--- src/rtl/hazard_stall_unit_if.sv ---
// Pipeline-side bundle for the hazard/stall unit: hazard sources from ID/EX/MEM,
// data-memory handshake, and the stall/flush/freeze controls back to the pipeline.
interface hazard_stall_unit_if;
  logic [4:0]  if_id_rs;
  logic [4:0]  if_id_rt;
  logic        id_uses_rt;
  logic        id_branch;
  logic        branch_taken;
  logic        id_ex_memread;
  logic        id_ex_regwrite;
  logic [4:0]  id_ex_regdst;
  logic        ex_mem_memread;
  logic [4:0]  ex_mem_regdst;
  logic        dmem_req;
  logic        dmem_ready;

  logic        pc_write;
  logic        if_id_write;
  logic        id_ex_bubble;
  logic        if_id_flush;
  logic        ex_mem_hold;
  logic [15:0] stall_count;

  modport master (
    output if_id_rs, if_id_rt, id_uses_rt, id_branch, branch_taken,
           id_ex_memread, id_ex_regwrite, id_ex_regdst,
           ex_mem_memread, ex_mem_regdst, dmem_req, dmem_ready,
    input  pc_write, if_id_write, id_ex_bubble, if_id_flush, ex_mem_hold,
           stall_count
  );

  modport slave (
    input  if_id_rs, if_id_rt, id_uses_rt, id_branch, branch_taken,
           id_ex_memread, id_ex_regwrite, id_ex_regdst,
           ex_mem_memread, ex_mem_regdst, dmem_req, dmem_ready,
    output pc_write, if_id_write, id_ex_bubble, if_id_flush, ex_mem_hold,
           stall_count
  );
endinterface

--- src/rtl/hazard_stall_unit.sv ---
// Load-use / branch-in-ID hazard detection with data-memory wait freeze and a
// saturating stalled-cycle counter.
//
//   state    | meaning
//   ---------+---------------------------------------------------------------
//   RUN      | normal issue; detect hazards, memory waits and taken branches
//   BR_WAIT  | second bubble of a load-to-branch dependency
//   MEM_WAIT | data memory busy; whole pipeline frozen until dmem_ready
module hazard_stall_unit (
  input logic                clk,
  input logic                rst_n,
  hazard_stall_unit_if.slave hz
);

  typedef enum logic [1:0] {
    RUN      = 2'd0,
    BR_WAIT  = 2'd1,
    MEM_WAIT = 2'd2
  } state_t;

  state_t      state_q, state_d;
  logic [15:0] stall_cnt_q, stall_cnt_d;

  logic load_use, br_ex, br_ld, br_mem, mem_wait;
  logic match_ex, match_mem;

  logic pc_write, if_id_write, id_ex_bubble, if_id_flush, ex_mem_hold;

  function automatic logic reg_match(input logic [4:0] r,
                                     input logic [4:0] rs,
                                     input logic [4:0] rt,
                                     input logic       uses_rt);
    return (r != 5'd0) && ((r == rs) || (uses_rt && (r == rt)));
  endfunction

  assign match_ex  = reg_match(hz.id_ex_regdst, hz.if_id_rs, hz.if_id_rt, hz.id_uses_rt);
  assign match_mem = reg_match(hz.ex_mem_regdst, hz.if_id_rs, hz.if_id_rt, hz.id_uses_rt);

  assign load_use = hz.id_ex_memread && match_ex;
  assign br_ex    = hz.id_branch && hz.id_ex_regwrite && !hz.id_ex_memread && match_ex;
  assign br_ld    = hz.id_branch && hz.id_ex_memread && match_ex;
  assign br_mem   = hz.id_branch && hz.ex_mem_memread && match_mem;
  assign mem_wait = hz.dmem_req && !hz.dmem_ready;

  always_comb begin
    state_d      = state_q;
    pc_write     = 1'b1;
    if_id_write  = 1'b1;
    id_ex_bubble = 1'b0;
    if_id_flush  = 1'b0;
    ex_mem_hold  = 1'b0;

    unique case (state_q)
      RUN: begin
        if (mem_wait) begin
          pc_write    = 1'b0;
          if_id_write = 1'b0;
          ex_mem_hold = 1'b1;
          state_d     = MEM_WAIT;
        end else if (br_ld) begin
          // br_ld is a subset of load_use, so it must be tested first
          pc_write     = 1'b0;
          if_id_write  = 1'b0;
          id_ex_bubble = 1'b1;
          state_d      = BR_WAIT;
        end else if (load_use || br_ex || br_mem) begin
          pc_write     = 1'b0;
          if_id_write  = 1'b0;
          id_ex_bubble = 1'b1;
        end else begin
          if_id_flush = hz.id_branch && hz.branch_taken;
        end
      end

      BR_WAIT: begin
        pc_write    = 1'b0;
        if_id_write = 1'b0;
        if (mem_wait) begin
          ex_mem_hold = 1'b1;
          state_d     = MEM_WAIT;
        end else begin
          id_ex_bubble = 1'b1;
          state_d      = RUN;
        end
      end

      MEM_WAIT: begin
        pc_write    = 1'b0;
        if_id_write = 1'b0;
        ex_mem_hold = 1'b1;
        if (hz.dmem_ready) begin
          state_d = RUN;
        end
      end

      default: begin
        state_d = RUN;
      end
    endcase

    // Reset presents a bubbled, non-advancing pipeline
    if (!rst_n) begin
      pc_write     = 1'b0;
      if_id_write  = 1'b0;
      id_ex_bubble = 1'b1;
      if_id_flush  = 1'b0;
      ex_mem_hold  = 1'b0;
    end
  end

  always_comb begin
    stall_cnt_d = stall_cnt_q;
    if (!pc_write && (stall_cnt_q != 16'hFFFF)) begin
      stall_cnt_d = stall_cnt_q + 16'd1;
    end
  end

  always_ff @(posedge clk or negedge rst_n) begin
    if (!rst_n) begin
      state_q     <= RUN;
      stall_cnt_q <= 16'd0;
    end else begin
      state_q     <= state_d;
      stall_cnt_q <= stall_cnt_d;
    end
  end

  assign hz.pc_write     = pc_write;
  assign hz.if_id_write  = if_id_write;
  assign hz.id_ex_bubble = id_ex_bubble;
  assign hz.if_id_flush  = if_id_flush;
  assign hz.ex_mem_hold  = ex_mem_hold;
  assign hz.stall_count  = stall_cnt_q;

endmodule

--- src/flat_wrapper.sv ---
// flat-port wrapper written by rule: the top's interface ports become plain ports
module hazard_stall_unit_flat 
  (clk, rst_n, hz_if_id_rs, hz_if_id_rt, hz_id_uses_rt, hz_id_branch, hz_branch_taken, hz_id_ex_memread, hz_id_ex_regwrite, hz_id_ex_regdst, hz_ex_mem_memread, hz_ex_mem_regdst, hz_dmem_req, hz_dmem_ready, hz_pc_write, hz_if_id_write, hz_id_ex_bubble, hz_if_id_flush, hz_ex_mem_hold, hz_stall_count);
  hazard_stall_unit_if hz_i ();
  input logic clk;
  input logic rst_n;
  input wire logic [$bits(hz_i.if_id_rs)-1:0] hz_if_id_rs;
  input wire logic [$bits(hz_i.if_id_rt)-1:0] hz_if_id_rt;
  input wire logic [$bits(hz_i.id_uses_rt)-1:0] hz_id_uses_rt;
  input wire logic [$bits(hz_i.id_branch)-1:0] hz_id_branch;
  input wire logic [$bits(hz_i.branch_taken)-1:0] hz_branch_taken;
  input wire logic [$bits(hz_i.id_ex_memread)-1:0] hz_id_ex_memread;
  input wire logic [$bits(hz_i.id_ex_regwrite)-1:0] hz_id_ex_regwrite;
  input wire logic [$bits(hz_i.id_ex_regdst)-1:0] hz_id_ex_regdst;
  input wire logic [$bits(hz_i.ex_mem_memread)-1:0] hz_ex_mem_memread;
  input wire logic [$bits(hz_i.ex_mem_regdst)-1:0] hz_ex_mem_regdst;
  input wire logic [$bits(hz_i.dmem_req)-1:0] hz_dmem_req;
  input wire logic [$bits(hz_i.dmem_ready)-1:0] hz_dmem_ready;
  output wire logic [$bits(hz_i.pc_write)-1:0] hz_pc_write;
  output wire logic [$bits(hz_i.if_id_write)-1:0] hz_if_id_write;
  output wire logic [$bits(hz_i.id_ex_bubble)-1:0] hz_id_ex_bubble;
  output wire logic [$bits(hz_i.if_id_flush)-1:0] hz_if_id_flush;
  output wire logic [$bits(hz_i.ex_mem_hold)-1:0] hz_ex_mem_hold;
  output wire logic [$bits(hz_i.stall_count)-1:0] hz_stall_count;
  assign hz_i.if_id_rs = hz_if_id_rs;
  assign hz_i.if_id_rt = hz_if_id_rt;
  assign hz_i.id_uses_rt = hz_id_uses_rt;
  assign hz_i.id_branch = hz_id_branch;
  assign hz_i.branch_taken = hz_branch_taken;
  assign hz_i.id_ex_memread = hz_id_ex_memread;
  assign hz_i.id_ex_regwrite = hz_id_ex_regwrite;
  assign hz_i.id_ex_regdst = hz_id_ex_regdst;
  assign hz_i.ex_mem_memread = hz_ex_mem_memread;
  assign hz_i.ex_mem_regdst = hz_ex_mem_regdst;
  assign hz_i.dmem_req = hz_dmem_req;
  assign hz_i.dmem_ready = hz_dmem_ready;
  assign hz_pc_write = hz_i.pc_write;
  assign hz_if_id_write = hz_i.if_id_write;
  assign hz_id_ex_bubble = hz_i.id_ex_bubble;
  assign hz_if_id_flush = hz_i.if_id_flush;
  assign hz_ex_mem_hold = hz_i.ex_mem_hold;
  assign hz_stall_count = hz_i.stall_count;
  hazard_stall_unit u_core (.clk(clk), .rst_n(rst_n), .hz(hz_i));
endmodule
--- config.mk ---
export PLATFORM = sky130hd
export DESIGN_NAME = hazard_stall_unit_flat
export DESIGN_NICKNAME = d
export VERILOG_FILES = /design/src/rtl/hazard_stall_unit_if.sv /design/src/rtl/hazard_stall_unit.sv /design/src/flat_wrapper.sv
export SDC_FILE = /design/constraint.sdc
export NUM_CORES = 1
export LEC_CHECK = 0
export ABC_AREA = 1
export BUFFER_PORTS_ARGS = -buffer_cell sky130_fd_sc_hd__buf_2
export CORE_MARGIN = 5
export CORE_UTILIZATION = 51
export DETAILED_ROUTE_END_ITERATION = 10
export PLACE_DENSITY = 0.82
export SLEW_MARGIN = 20
export SYNTH_ARGS = -nofsm -noshare
export SYNTH_HDL_FRONTEND = slang
export SYNTH_SLANG_ARGS = --single-unit
export TNS_END_PERCENT = 30
--- constraint.sdc ---
create_clock -name clk -period 2 [get_ports clk]
set_input_delay 0.1 -clock clk [delete_from_list [all_inputs] [get_ports clk]]
set_output_delay 0.1 -clock clk [all_outputs]
set_load 0.01 [all_outputs]
### Word-level counts from Yosys, hierarchy flattened

Cells that the tools add are included.

* output and inout port bits: 21
* bits of input ports: 30
* flip-flop bits (word level): 18

* equal/unequal tests: 9
* add/subtract/negate cells: 1
* mux-type cells: 24
* reduce and logical (&&, ||, !) cells: 28

Operators by type and width (count)
* equality test 5 bit: 4
* adder 16 x 1 -> 16 bit (second input constant): 1
* 2-to-1 mux 1 bit: 16
* != test 16 bit (second input constant): 1
* logical AND 1 bit: 15
* nonzero test 5 bit: 2
* 2-to-1 mux 2 bit: 4
* one-hot mux 1 bit (2 select lines): 3
* one-hot mux 2 bit (3 select lines): 1
* logical OR 1 bit: 4
* OR reduction 2 bit: 2
* logical NOT 1 bit: 3
* != test 3 x 1 -> 1 bit (second input constant): 1
* equality test 2 x 1 -> 1 bit (second input constant): 1
* equality test 2 bit (second input constant): 1
* logical NOT 2 bit: 1
* != test 2 bit (second input constant): 1
* AND reduction 2 bit: 1

### Depth between registers and ports, before layout

Gate-level depths: netlist (run 1).

* word-level depth: 14
* depth in mapped cells: 14
* depth with buffers taken out: 13

### Worst setup path after synthesis (run 1)

No wires, ideal clock.

* kind: reg2reg
* from: reg u_core.stall_cnt_q[0] (netlist: u_core.hz.stall_count[0])
* to: reg u_core.stall_cnt_q[3] (netlist: u_core.hz.stall_count[3])
* data required time: 1883 ps
* cell stages (with the launch flop): 10
* library setup time: 117 ps
* buffers on the path: 2
* setup slack: 195 ps
* arrival: 1688 ps
* cell sequence: dfrtp_1 > ha_1 > nand3_1 > inv_1 > nand3_2 > or3_1 > buf_6 > buf_2 > nand4_1 > nand2_1

* word-level cells in the longest chain between the ends: 2

Ends and longest elaborated chain
* start: declaration: RTL line hazard_stall_unit.sv:22 `logic [15:0] stall_cnt_q, stall_cnt_d;`
* start signal: assignment: RTL line hazard_stall_unit.sv:124 `stall_cnt_q <= stall_cnt_d;`
* branches (longest 2 deep; another with adder 16 x 1 -> 16 bit)

Several ways; the timed one is not identified.
A chain may end at the register's enable or synchronous reset.

### Final worst setup path (run 1)

* from: reg u_core.stall_cnt_q[1] (netlist: u_core.hz.stall_count[1])
* to: reg u_core.stall_cnt_q[7] (netlist: u_core.hz.stall_count[7])

The elaborated chain is that of the path after synthesis.

==> results by group, run 1 <==
Place
  – RePlAce Congestion: 0.948
  – # placed instances: between 300 and 400
  – Place WS: slightly below 40 ps
  – IO Port Bufs: 50
  – Area after DPL: between 0.0015 and 0.002 mm²
  – DPL Wire Length: ~3000 µm

Pwr
  – Design Power: 1.70 mW
  – Maximum VDD drop: 0.000644 V
  – Power Dens Cells: 834 mW/mm²
  – P_leak: 1.23 nW

Clock tree
  – Cts bufs inserted: 3
  – CTS tree: built
  – H-tree levels: 1
  – Root Buffer: clkbuf_4
  – Reg clk slew, reported paths: roughly 110 ps
  – Num Clock Sinks: 18
  – Clock Path Buffers: 2
  – Clk Latency, worst-skew pair: 300 ps

Floorplanning
  – Num ports: just over 50
  – Die width: 66.2 µm
  – Die Y: 66.2 µm
  – Core area: between 0.003 and 0.004 mm²
  – DIE AREA: roughly 0.0044 mm²
  – Initial core utilization: 0.528
  – Row cnt: 20

Timing
  – TNS Setup: 0 ps
  – RSZ-0062 raised after global routing: false
  – Final hold violations: 0
  – Hold slack: 180 ps
  – Clock skew: 5.69 ps
  – Least-Margin Pin Slew: between 300 and 400 ps
  – Min Clock Period, post-route: 1840 ps
  – Count of final setup violators: 0
  – Slew Limit Fails: 0
  – Rel. slew slack: 0.755
  – Period utilization: 0.921
  – Post-route setup slack: 159 ps
  – Max Clk Rate: 543 MHz

Yosys
  – Synthesized area: 0.00161 mm²
  – Synth Instances: 250
  – Seq/Total Area, Yosys: 0.279
  – Post-synth cell types: 26
  – Flops & latches, synth: 18
  – YS warnings: 0
  – Post-synth net total: 284
  – Synthesized area per cell: about 6.5 µm²

Detailed routing
  – Vias/cell: 4.88
  – Initial detailed-routing violation count: between 80 and 90
  – Avg WL per Cell: 10.9 µm
  – ANT nets after route: 0
  – DRT Pass-1 Iters: 4
  – Routed WL: 3880 µm
  – DR DRC count: 0
  – Vias: 1739

Layout
  – Final instance area: about 0.0020 mm²
  – Layout area overhead: 26.1%
  – Commonest non-fill, non-tap cells in the layout: nand2_1 (89), buf_2 (50), inv_1 (34), nor2_1 (22)
  – Share of cells above drive strength 1: 0.240
  – Finished Layout Cells: 356
  – Layout net count: 347
  – Most common cell after layout, fill and taps aside: nand2_1
  – Final Util: 0.666
  – Antenna Cells: 0

Global route
  – Initial antenna violation count: 0
  – Vias in the first global route: 1522
  – Total gr overflow: 0
  – Largest net degree at the start of global routing: 20
  – All-layer global routing usage: 0.182
  – First-pass GRT wire length: 6400 µm

Min path
  – Worst hold path type: in -> async

Outcome
  – Status: complete, no violations

Setup path
  – CP arrival: 2050 ps
  – Worst setup EP type: flip-flop
  – Critical Path RT: about 2200 ps
  – Critical path class: reg -> reg
  – Crit-path max FO: 10
  – Crit start category: flip-flop

Job
  – # Max-Cap Violations: 0
[registers in the layout, indices dropped and copies added, names as in the netlist]
signal / cells
u_core.hz.stall_count: 16
u_core.state_q: 2
[layer usage]
layer,global-route usage,up-vias,share of wire
li1,-,919,-
met1,0.259,777,0.50
met2,0.290,38,0.44
met3,0.0204,5,0.048
met4,0.0533,0,0.011
met5,0,-,0
[layout make-up]
cell class | instances | area (µm²)
repair buffers | 64 | 358
well taps | 44 | 55.1
flip-flops and latches | 18 | 450
inverters | 34 | 128
multi-input cells | 192 | 1010
fillers | 303 | 1020
clock buffers | 4 | 36.3
[kinds of logic (layout without fill, tap and decap cells)]
group                    Yosys count  after routing  share of synthesized area
XOR/XNOR                          19             19                      0.103
flip-flops                        18             18                      0.279
AND/OR/NAND/NOR                  157            157                      0.439
buffers and inverters             40            102                      0.109
adder cells (fa/ha/maj)            4              4                     0.0310
AO/OA/AOI/OAI                     12             12                     0.0388
[path summary, 6_finish.rpt]
check | startpoint | end | slack [ps] | cells past startpoint
setup / recovery | u_core.hz.stall_count[1]$_DFFE_PN0P_ | u_core.hz.stall_count[7]$_DFFE_PN0P_ | 160 | 8
min in group clk | hz_dmem_ready | u_core.state_q[0]$_DFFE_PN0P_ | 200 | 5
hold / removal | rst_n | u_core.state_q[0]$_DFFE_PN0P_ | 180 | 2
hold reg to reg | u_core.state_q[1]$_DFFE_PN0P_ | u_core.state_q[1]$_DFFE_PN0P_ | 540 | 2
max in group asynchronous | rst_n | u_core.hz.stall_count[10]$_DFFE_PN0P_ | 1370 | 3
setup reg to reg | u_core.hz.stall_count[1]$_DFFE_PN0P_ | u_core.hz.stall_count[7]$_DFFE_PN0P_ | 160 | 8
[report_power, final]
group          internal, mW  leakage [nW]  total, mW  switching [mW]
combinational         0.384         0.972      0.952           0.569
sequential            0.446         0.241      0.509          0.0629
clock                 0.111        0.0210      0.235           0.124
[cells in the mapped netlist]
| master | count | area share |
|---|---|---|
| nand2_1 | 89 | 0.21 |
| inv_1 | 34 | 0.079 |
| nor2_1 | 22 | 0.051 |
| dfrtp_1 | 18 | 0.28 |
| nand4_1 | 18 | 0.070 |
| nand3_1 | 15 | 0.047 |
| xor2_1 | 14 | 0.076 |
| o21ai_0 | 8 | 0.025 |
| xnor2_1 | 5 | 0.027 |
| ha_1 | 4 | 0.031 |
| nor3_1 | 4 | 0.012 |
| a21oi_1 | 3 | 0.0093 |
| buf_2 | 2 | 0.0062 |
| nand2_2 | 2 | 0.0078 |
| a21o_1 | 1 | 0.0047 |
| buf_1 | 1 | 0.0023 |
| buf_4 | 1 | 0.0047 |
| buf_6 | 1 | 0.0070 |
| buf_8 | 1 | 0.0093 |
| nand3_2 | 1 | 0.0062 |
| nand3_4 | 1 | 0.011 |
| nand3b_1 | 1 | 0.0047 |
| nor3_4 | 1 | 0.010 |
| nor3b_1 | 1 | 0.0047 |
| nor4_1 | 1 | 0.0039 |
| or3_1 | 1 | 0.0039 |
[worst max-delay path: stages, from the launching register on]
cell,delay (ps)
dfrtp_1,410
ha_2,220
nand3_1,120
inv_1,120
nand3_2,100
or3_4,420
buf_4,200
nand4_1,100
nand2_1,60
[repair_timing]
item | CTS | global route
endpoints found under the hold margin | 18 | 0
hold buffers | 1 | 0
pin swaps | 0 | 1
resized for setup | 1 | 4
setup buffers | 0 | 6
endpoints found under the setup margin | 3 | 19
(Power assumes the default switching activity.)
==> run 2: changes to the inputs <==
--- a/config.mk
+++ b/config.mk
@@ -5,12 +5,14 @@
 export SDC_FILE = /design/constraint.sdc
 export NUM_CORES = 1
 export LEC_CHECK = 0
-export ABC_AREA = 1
+export ABC_AREA = 0
 export BUFFER_PORTS_ARGS = -buffer_cell sky130_fd_sc_hd__buf_2
 export CORE_MARGIN = 5
-export CORE_UTILIZATION = 51
+export CORE_UTILIZATION = 48
 export DETAILED_ROUTE_END_ITERATION = 10
-export PLACE_DENSITY = 0.82
+export PLACE_DENSITY = 0.81
+export REMOVE_ABC_BUFFERS = 1
+export SETUP_SLACK_MARGIN = 0.2
 export SLEW_MARGIN = 20
 export SYNTH_ARGS = -nofsm -noshare
 export SYNTH_HDL_FRONTEND = slang
==> results by group, run 2 <==
Outcome
  – Status: complete, no violations

Pwr
  – Psw: ~750 µW
  – Sequential share of power: 0.290
  – P_leak: 0.933 nW
  – Comb pwr share: 0.585
  – Design Power: 1.88 mW
  – Cell internal pwr: 1.13 mW
  – Clk pwr share: 0.125
  – Power Dens Cells: 998 mW/mm²
  – Switch share: 0.398
  – Maximum VDD drop: 0.000867 V

Yosys
  – Post-synth EDFFs: 0
  – YS warnings: 0
  – Flops & latches, synth: 18
  – Synth top area cells: dfrtp_1 (36%), xor2_1 (17%), xnor2_1 (7.6%)
  – Synth Instances: 134
  – Synthesized area: 0.00126 mm²
  – Synth top cells by count: xor2_1 (24), dfrtp_1 (18), nor2_1 (13), xnor2_1 (11), nand2_1 (10)
  – Most numerous cell in the Yosys netlist: xor2_1
  – Share of the synthesized area in the top cell type: 0.357
  – Synth Flop Type: dfrtp_1
  – Post-synth cell types: 34
  – Synthesized area per cell: roughly 9.4 µm²
  – Post-synth ARST share: 1.00
  – Area leader, netlist: dfrtp_1
  – Seq/Total Area, Yosys: 0.357

Place
  – IO Port Bufs: 50
  – RePlAce Congestion: 0.946
  – DPL Wire Length: roughly 2800 µm
  – # placed instances: 221
  – Area after DPL: 0.00160 mm²
  – Place WS: -135 ps

Timing
  – Max Clk Rate: 534 MHz
  – TNS Setup: 0 ps
  – RSZ-0062 raised after global routing: true
  – Clock skew: 8.13 ps
  – Post-route setup slack: about 130 ps
  – Count of final setup violators: 0
  – Final hold violations: 0
  – Slew Limit Fails: 0
  – Hold slack: 155 ps
  – Period utilization: 0.937
  – Least-Margin Pin Slew: 327 ps
  – Rel. slew slack: 0.780
  – Min Clock Period, post-route: 1870 ps

Global route
  – Vias in the first global route: 1301
  – All-layer global routing usage: 0.220
  – Initial antenna violation count: 0
  – Largest net degree at the start of global routing: 17
  – Total gr overflow: 0
  – First-pass GRT wire length: 6070 µm

Layout
  – Max FFs per register: 16
  – Most common cell after layout, fill and taps aside: buf_2
  – Layout fillers: 173
  – Final Util: 0.753
  – Layout net count: 242
  – Commonest non-fill, non-tap cells in the layout: buf_2 (44), xor2_1 (22), buf_4 (20), dfrtp_1 (18), xnor2_1 (11)
  – Final instance area: 0.00188 mm²
  – Antenna Cells: 0
  – Finished Layout Cells: ~240
  – Share of cells above drive strength 1: 0.478
  – Layout area overhead: 49.2%

Clock tree
  – CTS tree: built
  – Clk Latency, worst-skew pair: 300 ps
  – Cts bufs inserted: 3
  – Num Clock Sinks: 18
  – Root Buffer: clkbuf_4
  – Reg clk slew, reported paths: 110 ps
  – Clock Path Buffers: 2
  – H-tree levels: 1

Setup path
  – Worst setup EP type: output port
  – Crit start category: input port
  – CP arrival: 1770 ps
  – Critical path class: in -> out
  – Critical Path RT: 1900 ps
  – Crit-path max FO: 3

Detailed routing
  – Avg WL per Cell: 17.6 µm
  – Vias/cell: 5.67
  – Routed WL: 4180 µm
  – DRT Pass-1 Iters: 4
  – DR DRC count: 0
  – Initial detailed-routing violation count: 72
  – ANT nets after route: 0
  – Vias: roughly 1300

Floorplanning
  – Core area: between 0.002 and 0.0025 mm²
  – Num ports: 51
  – Row cnt: 18
  – Initial core utilization: 0.505
  – Die Y: 61.3 µm
  – Die width: approximately 61 µm
  – DIE AREA: 0.00376 mm²

Job
  – # Max-Cap Violations: 0

Min path
  – Worst hold path type: in -> async
-- run 2: changes by cell type after synthesis, sizes merged, moves of 4 or more --
cell   delta
and4      +4
buf       -4
inv      -29
nand2    -81
nand3    -12
nand4    -14
nor2      -9
o21ai     -5
xnor2     +6
xor2     +10
-- run 2: power groups by stage --
stage / combinational [mW] / sequential, mW / clock, mW
detailed placement: 0.768 / 0.568 / 0
CTS: 0.897 / 0.540 / 0.239
floorplan: 0.435 / 0.592 / 0
global route: 1.19 / 0.558 / 0.255
finish: 1.10 / 0.546 / 0.234
global placement: 0.732 / 0.558 / 0
-- run 2: logic make-up (layout without fill, tap and decap cells) --
logic type | after synthesis | count (layout) | synth area share
buffers and inverters | 8 | 81 | 0.0327
DFF | 18 | 18 | 0.357
AOI/OAI and AO/OA | 17 | 17 | 0.100
and+or+nand+nor | 51 | 51 | 0.216
adders and majority gates | 4 | 4 | 0.0396
xor gates and xnor gates | 35 | 35 | 0.243
muxes | 1 | 1 | 0.0119
-- run 2: worst max-delay path, stage by stage --
cell	delay (ps)
buf_8	100
xor2_2	170
nor4_2	340
a32oi_2	180
o32ai_2	390
buf_4	200
a21oi_4	60
buf_6	120
buf_6	110
-- run 2: routing by layer --
metal / vias to the layer above / wire length [µm] / track usage
met5: - / 0 / 0
met4: 0 / 89 / 0.0898
met3: 12 / 233 / 0.0524
met2: 49 / 2250 / 0.373
met1: 669 / 1600 / 0.267
li1: 614 / - / -
-- run 2: final cells by class --
type / count / area (µm²) / area share
timing repair buffer: 72 / 467 / 0.248
sequential: 18 / 450 / 0.239
inverter: 5 / 18.8 / 0.00997
tap: 30 / 37.5 / 0.0199
clock buffer: 4 / 36.3 / 0.0193
multi-input combinational: 108 / 873 / 0.464
-- run 2: final timing paths --
kind / startpoint / end / slack, ps / cells after the start
setup / recovery: hz_if_id_rt[3] / hz_if_id_write / 130 / 9
hold / removal: rst_n / u_core.state_q[1]$_DFFE_PN0P_ / 150 / 2
setup reg to reg: u_core.state_q[0]$_DFFE_PN0P_ / u_core.hz.stall_count[1]$_DFFE_PN0P_ / 190 / 5
hold reg to reg: u_core.hz.stall_count[3]$_DFFE_PN0P_ / u_core.hz.stall_count[3]$_DFFE_PN0P_ / 520 / 1
max in group asynchronous: rst_n / u_core.hz.stall_count[7]$_DFFE_PN0P_ / 1390 / 3
min in group clk: hz_dmem_ready / u_core.state_q[0]$_DFFE_PN0P_ / 160 / 3
-- run 2: timing repair --
action / 4_1_cts / 5_1_grt
setup endpoints to repair: 11 / 14
hold buffers: 1 / 0
hold endpoints to repair: 18 / 0
buffers inserted: 7 / 4
pin swaps: 4 / 11
gates resized for setup: 14 / 25
==> run 3: changes to the inputs <==
--- a/config.mk
+++ b/config.mk
@@ -12,7 +12,6 @@
 export DETAILED_ROUTE_END_ITERATION = 10
 export PLACE_DENSITY = 0.81
 export REMOVE_ABC_BUFFERS = 1
-export SETUP_SLACK_MARGIN = 0.2
 export SLEW_MARGIN = 20
 export SYNTH_ARGS = -nofsm -noshare
 export SYNTH_HDL_FRONTEND = slang
==> results by group, run 3 (same netlist as run 2, synthesis figures left out) <==
Outcome
  – Status: complete, no violations

Detailed routing
  – DR DRC count: 0
  – ANT nets after route: 0
  – Vias: between 1000 and 1500
  – Routed WL: roughly 3500 µm
  – Avg WL per Cell: 15.5 µm
  – Initial detailed-routing violation count: between 60 and 70
  – Vias/cell: 5.41
  – DRT Pass-1 Iters: 4

Timing
  – Count of final setup violators: 0
  – Min Clock Period, post-route: 1930 ps
  – TNS Setup: 0 ps
  – Period utilization: 0.967
  – Clock skew: slightly above 7 ps
  – Hold slack: 142 ps
  – Rel. slew slack: 0.733
  – Max Clk Rate: 517 MHz
  – Slew Limit Fails: 0
  – Final hold violations: 0
  – Least-Margin Pin Slew: 401 ps

Clock tree
  – Clk Latency, worst-skew pair: ~300 ps
  – CTS tree: built
  – Root Buffer: clkbuf_4
  – H-tree levels: 1
  – Clock Path Buffers: 2
  – Cts bufs inserted: 3
  – Reg clk slew, reported paths: between 100 and 150 ps
  – Num Clock Sinks: 18

Layout
  – Max FFs per register: 16
  – Layout net count: 232
  – Commonest non-fill, non-tap cells in the layout: buf_2 (50), xor2_1 (24), dfrtp_1 (18), nor2_1 (13)
  – Most common cell after layout, fill and taps aside: buf_2
  – Share of cells above drive strength 1: 0.391
  – Layout area overhead: 33.1%
  – Antenna Cells: 0

Min path
  – Worst hold path type: in -> async

Job
  – # Max-Cap Violations: 0

Floorplanning
  – Core area: 0.00250 mm²
  – Die width: just over 60 µm
  – DIE AREA: 0.00376 mm²
  – Row cnt: 18
  – Die Y: 61.3 µm
  – Num ports: 51
  – Initial core utilization: 0.505

Setup path
  – Worst setup EP type: output port
  – Critical path class: reg -> out
  – Critical Path RT: 1900 ps
  – Crit start category: flip-flop
  – CP arrival: 1830 ps
  – Crit-path max FO: 4

Place
  – IO Port Bufs: 50
  – RePlAce Congestion: 0.946
  – DPL Wire Length: 2840 µm

Global route
  – Initial antenna violation count: 0
  – All-layer global routing usage: 0.202
  – GRT met2 Usage: 0.335
  – Largest net degree at the start of global routing: 17
  – First-pass GRT wire length: 5600 µm
  – Grt met3 use: 0.0566
  – Gr busiest metal: met2
  – Vias in the first global route: 1234
  – Total gr overflow: 0
  – GRT met1 Usage: 0.251

Pwr
  – Maximum VDD drop: 0.000666 V
  – Power Dens Cells: 946 mW/mm²
  – P_leak: 0.849 nW
## run 3: cell count changes in the layout (fill, tap and decap cells not counted), moves of 2 or more
cell	previous run	this run
buf_4	20	11
buf_2	44	50
buf_6	5	0
nor2_1	10	13
buf_8	2	0
inv_1	3	5
inv_2	2	0
nor2_2	2	0
xor2_1	22	24
xor2_2	2	0
## run 3: final timing paths
kind | slack, ps | start | to | cells past startpoint
worst max-delay path | 70 | u_core.state_q[1]$_DFFE_PN0P_ | hz_if_id_write | 6
worst min-delay path | 140 | rst_n | u_core.state_q[1]$_DFFE_PN0P_ | 2
worst max register to register | 70 | u_core.state_q[1]$_DFFE_PN0P_ | u_core.hz.stall_count[1]$_DFFE_PN0P_ | 5
worst min register to register | 490 | u_core.hz.stall_count[7]$_DFFE_PN0P_ | u_core.hz.stall_count[7]$_DFFE_PN0P_ | 1
max in group asynchronous | 1420 | rst_n | u_core.hz.stall_count[6]$_DFFE_PN0P_ | 3
min in group clk | 160 | hz_dmem_ready | u_core.state_q[0]$_DFFE_PN0P_ | 3
## run 3: per-stage QoR
stage	setup WS [ps]	power [mW]	std cells	cell area (µm²)	utilization
after detailed placement	-135	1.34	221	1600	0.641
after floorplan	66.5	1.03	131	1240	-
after global placement	-3.63	1.29	221	1600	0.641
after global routing	-19.2	1.72	227	1680	0.672
after CTS	24.5	1.57	226	1650	0.660
final	65.4	1.59	227	1680	0.672
## run 3: worst max-delay path, stage by stage (launching register included)
cell and delay, ps:
dfrtp_1 430, inv_1 100, ha_2 280, or2_2 310, a21oi_2 160, buf_4 130, buf_2 120
## run 3: cell type report
cell class                 count  area, µm²
tap                           30       37.5
inverter                       5       18.8
multi-input combinational    108        795
fill                         199        820
sequential                    18        450
timing repair buffer          62        343
clock buffer                   4       36.3
## run 3: per-layer routing
layer  up-vias  share of wire
met1       591           0.41
met5         -              0
li1        593              -
met2        38           0.51
met3         6          0.064
met4         0          0.016
## run 3: timing repair
action / 4_1_cts / 5_1_grt
endpoints found under the setup margin: 0 / 7
hold endpoints to repair: 18 / 0
setup buffers: 0 / 1
resized for setup: 0 / 6
hold buffers: 1 / 0
## run 3: where the power goes
| part | switching (mW) | internal [mW] | total (mW) |
|---|---|---|---|
| sequential | 0.0961 | 0.459 | 0.555 |
| clock | 0.120 | 0.111 | 0.231 |
| combinational | 0.417 | 0.386 | 0.803 |
| total | 0.633 | 0.956 | 1.59 |
